<file path="config.mk">
export PLATFORM = sky130hd
export DESIGN_NAME = control_unit
export DESIGN_NICKNAME = d
export VERILOG_FILES = /design/src/rtl/control_unit_pkg.sv /design/src/rtl/control_unit_register_file.sv /design/src/rtl/control_unit.sv
export SDC_FILE = /design/constraint.sdc
export NUM_CORES = 1
export LEC_CHECK = 0
export CAP_MARGIN = 10
export CORE_ASPECT_RATIO = 0.9
export CORE_MARGIN = 2
export CORE_UTILIZATION = 25
export DETAILED_ROUTE_END_ITERATION = 16
export PLACE_DENSITY_LB_ADDON = 0.15
export REMOVE_ABC_BUFFERS = 1
export SETUP_SLACK_MARGIN = 0.15
export SYNTH_ARGS = -nofsm -noshare
export SYNTH_HDL_FRONTEND = slang
export SYNTH_HIERARCHICAL = 1
export SYNTH_SLANG_ARGS = --single-unit
</file>
<file path="constraint.sdc">
create_clock -name clk -period 2.25 [get_ports clk]
set_input_delay 0.3375 -clock clk [delete_from_list [all_inputs] [get_ports clk]]
set_output_delay 0.3375 -clock clk [all_outputs]
set_load 0.02 [all_outputs]
</file>
<file path="src/rtl/control_unit_pkg.sv">
// Shared definitions for the 8-bit CPU control unit.
// ALU codes, instruction classes, field positions, FSM states.
package control_unit_pkg;

  localparam logic TRUE  = 1'b1;
  localparam logic FALSE = 1'b0;

  localparam logic [3:0] ALU_PUR = 4'h0;
  localparam logic [3:0] ALU_SAD = 4'h1;
  localparam logic [3:0] ALU_SSB = 4'h2;
  localparam logic [3:0] ALU_SHL = 4'h3;
  localparam logic [3:0] ALU_SHR = 4'h4;
  localparam logic [3:0] ALU_AND = 4'h5;
  localparam logic [3:0] ALU_OR  = 4'h6;
  localparam logic [3:0] ALU_XOR = 4'h7;
  localparam logic [3:0] ALU_EQ  = 4'h8;
  localparam logic [3:0] ALU_LT  = 4'h9;

  localparam int F_CLS_HI = 23;
  localparam int F_CLS_LO = 22;
  localparam int F_IMMSEL = 21;
  localparam int F_OP_HI  = 20;
  localparam int F_OP_LO  = 17;
  localparam int F_RD_HI  = 16;
  localparam int F_RD_LO  = 15;
  localparam int F_RA_HI  = 14;
  localparam int F_RA_LO  = 13;
  localparam int F_RB_HI  = 12;
  localparam int F_RB_LO  = 11;
  localparam int F_IMM_HI = 7;
  localparam int F_IMM_LO = 0;

  typedef enum logic [1:0] {
    CLS_ALU = 2'b00,
    CLS_BR  = 2'b01,
    CLS_NOP = 2'b10,
    CLS_HLT = 2'b11
  } cls_e;

  typedef enum logic [2:0] {
    ST_RESET   = 3'd0,
    ST_FETCH   = 3'd1,
    ST_DECODE  = 3'd2,
    ST_EXECUTE = 3'd3,
    ST_HALT    = 3'd4
  } state_e;

  typedef struct packed {
    cls_e       cls;
    logic       imm_sel;
    logic [3:0] op;
    logic [1:0] rd;
    logic [1:0] ra;
    logic [1:0] rb;
    logic [2:0] rsvd;
    logic [7:0] imm;
  } instr_t;

  function automatic logic [7:0] pc_next(logic [7:0] pc);
    return pc + 8'd1;
  endfunction

endpackage

</file>
<file path="src/rtl/control_unit_register_file.sv">
// 4x8 register file: two operand read ports, debug read port.
// Ports: ra/rb/dbg read addr+data, we/wr_addr/wr_data sync write.
module register_file (
  input  logic       clk,
  input  logic       reset_n,
  input  logic [1:0] ra_addr,
  input  logic [1:0] rb_addr,
  input  logic [1:0] dbg_sel,
  input  logic       we,
  input  logic [1:0] wr_addr,
  input  logic [7:0] wr_data,
  output logic [7:0] ra_data,
  output logic [7:0] rb_data,
  output logic [7:0] dbg_data
);

  logic [3:0][7:0] regs_q;
  logic [3:0][7:0] regs_d;

  always_comb begin
    regs_d = regs_q;
    if (we) regs_d[wr_addr] = wr_data;
  end

  always_ff @(posedge clk or negedge reset_n) begin
    if (!reset_n) regs_q <= '0;
    else          regs_q <= regs_d;
  end

  assign ra_data  = regs_q[ra_addr];
  assign rb_data  = regs_q[rb_addr];
  assign dbg_data = regs_q[dbg_sel];

endmodule

</file>
<file path="src/rtl/control_unit.sv">
// Fetch/decode/execute sequencer driving the external ALU.
// Ports: instr fetch bus, ALU operands/result/flags, retire, halt, debug.
module control_unit
  import control_unit_pkg::*;
#(
  parameter logic [7:0] RESET_PC = 8'h00
) (
  input  logic        clk,
  input  logic        reset_n,
  output logic        instr_req,
  output logic [7:0]  instr_addr,
  input  logic        instr_valid,
  input  logic [23:0] instr_data,
  output logic [3:0]  alu_op,
  output logic [7:0]  operand_a,
  output logic [7:0]  operand_b,
  input  logic [7:0]  alu_result,
  input  logic        shift_overflow,
  input  logic        arithmetic_overflow,
  output logic        flag_shift,
  output logic        flag_arith,
  output logic        instr_retired,
  output logic        halted,
  input  logic [1:0]  dbg_sel,
  output logic [7:0]  dbg_data
);

  state_e     state_q, state_d;
  instr_t     ir_q, ir_d;
  logic [7:0] pc_q, pc_d;
  logic [3:0] alu_op_q, alu_op_d;
  logic [7:0] opa_q, opa_d;
  logic [7:0] opb_q, opb_d;
  logic       fs_q, fs_d;
  logic       fa_q, fa_d;
  logic       halted_q, halted_d;
  logic       rf_we;
  logic       retired;
  logic [7:0] ra_data;
  logic [7:0] rb_data;
  logic       is_alu, is_br, is_hlt;

  // Reserved instruction bits are carried in IR but never decoded.
  logic unused_rsvd;
  assign unused_rsvd = ^ir_q.rsvd;

  assign is_alu = (ir_q.cls == CLS_ALU);
  assign is_br  = (ir_q.cls == CLS_BR);
  assign is_hlt = (ir_q.cls == CLS_HLT);

  register_file u_rf (
    .clk      (clk),
    .reset_n  (reset_n),
    .ra_addr  (ir_q.ra),
    .rb_addr  (ir_q.rb),
    .dbg_sel  (dbg_sel),
    .we       (rf_we),
    .wr_addr  (ir_q.rd),
    .wr_data  (alu_result),
    .ra_data  (ra_data),
    .rb_data  (rb_data),
    .dbg_data (dbg_data)
  );

  always_comb begin
    state_d  = state_q;
    ir_d     = ir_q;
    pc_d     = pc_q;
    alu_op_d = alu_op_q;
    opa_d    = opa_q;
    opb_d    = opb_q;
    fs_d     = fs_q;
    fa_d     = fa_q;
    halted_d = halted_q;
    rf_we    = 1'b0;
    retired  = 1'b0;
    unique case (state_q)
      ST_RESET: state_d = ST_FETCH;
      ST_FETCH: begin
        if (instr_valid) begin
          ir_d    = instr_t'(instr_data);
          state_d = ST_DECODE;
        end
      end
      ST_DECODE: begin
        opa_d    = ra_data;
        // Branch compares two registers; imm is its target.
        opb_d    = (ir_q.imm_sel && !is_br) ? ir_q.imm : rb_data;
        alu_op_d = ir_q.op;
        if (is_hlt) begin
          state_d  = ST_HALT;
          halted_d = 1'b1;
          retired  = 1'b1;
        end else begin
          state_d = ST_EXECUTE;
        end
      end
      ST_EXECUTE: begin
        retired = 1'b1;
        state_d = ST_FETCH;
        pc_d    = pc_next(pc_q);
        unique case (1'b1)
          is_alu: begin
            rf_we = 1'b1;
            fs_d  = shift_overflow;
            fa_d  = arithmetic_overflow;
          end
          is_br: begin
            if (alu_result[0] == TRUE) pc_d = ir_q.imm;
          end
          default: ;
        endcase
      end
      ST_HALT: state_d = ST_HALT;
      default: state_d = ST_RESET;
    endcase
  end

  always_ff @(posedge clk or negedge reset_n) begin
    if (!reset_n) begin
      state_q  <= ST_RESET;
      ir_q     <= '0;
      pc_q     <= RESET_PC;
      alu_op_q <= 4'd0;
      opa_q    <= 8'd0;
      opb_q    <= 8'd0;
      fs_q     <= 1'b0;
      fa_q     <= 1'b0;
      halted_q <= 1'b0;
    end else begin
      state_q  <= state_d;
      ir_q     <= ir_d;
      pc_q     <= pc_d;
      alu_op_q <= alu_op_d;
      opa_q    <= opa_d;
      opb_q    <= opb_d;
      fs_q     <= fs_d;
      fa_q     <= fa_d;
      halted_q <= halted_d;
    end
  end

  assign instr_req     = (state_q == ST_FETCH);
  assign instr_addr    = pc_q;
  assign alu_op        = alu_op_q;
  assign operand_a     = opa_q;
  assign operand_b     = opb_q;
  assign flag_shift    = fs_q;
  assign flag_arith    = fa_q;
  assign instr_retired = retired;
  assign halted        = halted_q;

endmodule

</file>
==> flow_summary.toml <==
[setup_path]
critPathArrivalTime_ns = 1.68
critPathRequiredTime_ns = 1.91
worstReg2RegStart = "state_q[0]"
max_stage_delay_ns = 0.64
end_kind = "output pin"
r2r_end = "u_rf/regs_q[11]"
cp_max_fo = 8
rrSetupSlack_ns = 0.39
r2r_cells = 5
worst_setup_path_start_kind = "flip-flop"
path_delay_family = "buffers and inverters"
path_class = "reg2out"
slowest_stage = "clkdlybuf4s50_1"
cp_cell_sequence = "buf_4 > nor3b_1 > clkdlybuf4s50_1"
worst-path-buf-inv = 2

[status]
outcome = "complete, no violations"

[place]
io_buffers = 76
placed_cell_area_sq_um = 5230
dpl.cell_count = 565
dp_hpwl_um = 7190
gp_congestion = 0.714

[global_route]
antenna_found_initial = 0
gr-usage-all-layers_pct = 12.2
grt_max_degree = 88
globalRoute.totalOverflow = 0
grt_pass1_vias = 2880
grt_first_pass_wirelength_um = 16400

[final_layout]
layout_common_cells = "dfrtp_1, clkdlybuf4s50_1, mux2_2, mux2_1, mux4_2"
drive_gt1_share_pct = 28.9
final_common_cell = "dfrtp_1"
layout.nets = 409
fin_cells = 581
n_antenna_cell = 0
fin_area_sq_um = 5460
area.growth.synth_to_final_pct = 30.2
utilization_pct = 33.5

[floorplanning]
die_h_um = 127
die_area_sq_um = 17800
rows = 44
fp.dieW_um = 141
pin_count = 80
core_area_sq_um = 16300
start_util_pct = 25.7

[yosys]
ys_ff_latch = 87
synth_edf_count = 0
syn_inst = 287
postSynthAreaPerCell_sq_um = 14.6
postSynth.asyncResetShare_pct = 100
synthTopCellsByArea = "dfrtp_1, mux4_2, mux2_2"
synth_top_flop_cell = "dfrtp_1"
synth.top_cell.area_share_pct = 51.9
synth.distinct_cells = 36
yosysTopAreaCell = "dfrtp_1"
ys_seq_area_share_pct = 51.9
synth.cell_area_sq_um = 4200
yosys_warnings = 6

[drt]
firstDrtPassIters = 4
antenna_left = 0
drt-initial-drc-count = 163
avgViaCountPerCell = 4.62
wl_per_cell_um = 17.6
totalWireLength_um = 10200
drc_errors = 0
via_count = 2686

[clock_network]
cts_hold_buf = 0
htreeDepth = 3
cts.clk_slew.worst_paths_ns = 0.06
cts_tree = "done"
numClockSinks = 87
clkLatencyLatePin_ns = 0.33
post_cts_buffers = 0
cts_made_buffers = 9
root_buffer = "clkbuf_16"
cts_buffer_depth = 2

[sta]
relSlewSlack_pct = 57.0
setup_violations = 0
period_minus_slack_ns = 2.02
maxSlewViolCount = 0
tns_ns = 0
rsz0062_at_grt = "no"
post-route-period-util_pct = 89.7
hold_violations = 0
clock_skew_ns = 0.00556
fmax_mhz = 495
worst_pin_slew_ns = 0.646

[run]
drv_cap = 0

[power]
power_density_nw_per_um2 = 1490
ir_drop_mv = 0.502
p_leak_nw = 2.23

[min_path]
hold_class = "in2async"
power breakdown:
part / internal (mW) / switching [mW]
sequential: 2.35 / 0.845
clock: 0.806 / 0.592
combinational: 2.01 / 1.53
sequential cells by signal, indices dropped and copies added, names as in the netlist:
| register | cells |
|---|---|
| state_q | 3 |
| u_rf/regs_q | 32 |
| flag_shift | 1 |
| operand_b | 8 |
| operand_a | 8 |
| instr_addr | 8 |
| alu_op | 4 |
| flag_arith | 1 |
| ir_q | 21 |
| halted | 1 |
synthesized netlist by cell type, types with 3 or more instances:
master	instances
a21oi_1	15
a21oi_2	3
buf_1	3
buf_2	6
buf_4	4
buf_6	3
dfrtp_1	87
mux2_1	32
mux2_2	34
mux2i_1	10
mux4_2	24
nand2_1	9
nand2b_1	5
nand3_1	5
nor2_1	15
o21ai_1	5
worst max-delay path by stage:
stage | startpoint | endpoint | slack [ns] | depth (start not counted)
global placement | dbg_sel[0] | dbg_data[3] | -0.16 | 4
finish | state_q[2] | instr_req | 0.23 | 3
detailed placement | dbg_sel[0] | dbg_data[3] | -0.17 | 4
CTS | dbg_sel[0] | dbg_data[3] | 0.06 | 4
global route | state_q[2] | instr_req | 0.17 | 3
floorplan | state_q[0] | instr_retired | -0.18 | 4
metrics by stage:
stage          power [mW]  setup WS [ns]  hold slack [ns]
4_1_cts              8.30         0.0579           0.0670
2_1_floorplan        5.33         -0.182           0.0419
3_5_place_dp         6.94         -0.165            0.431
6_report             8.13          0.231           0.0313
3_3_place_gp         6.86         -0.165            0.430
5_1_grt              8.72          0.171           0.0654
logic make-up after synthesis:
kind of cell | Yosys count | synth area share (%)
multiplexers | 100 | 33.0
flip-flops | 87 | 51.9
AND/OR/NAND/NOR | 48 | 6.83
AO/OA/AOI/OAI | 33 | 5.31
buffers and inverters | 18 | 2.68
adder cells (fa/ha/maj) | 1 | 0.298
worst reg2reg max path, cell delays in order (launching register included):
cell	delay, ns
dfrtp_1	0.44
nand3b_1	0.15
nor3_2	0.30
buf_4	0.20
nand3b_2	0.27
mux2_2	0.38
metal layers:
layer  share of wire [%]  up-vias  global-route usage (%)  wire (um)
li1                    -     1235                       -          -
met1                  46     1379                    16.1       4760
met2                  48       60                    19.7       4890
met3                 4.5       12                    3.66        464
met4                 1.3        0                    3.06        138
met5                   0        -                       0          0
what timing repair did:
item                                    CTS  global route
gates resized for setup                  30             4
endpoints found under the setup margin    9             2
cloned                                    0             0
pin swaps                                 0             0
hold endpoints to repair                  0             0
area by class of cell:
class                           count  area (sq um)
Timing Repair Buffer               87           833
Tap cell                          207           259
Clock buffer                       13           260
Sequential cell                    87          2180
Inverter                            2          7.51
Fill cell                        1617         10800
Clock inverter                      3          17.5
Multi-Input combinational cell    182          1910
No activity file was read; power rests on OpenSTA's default activity.
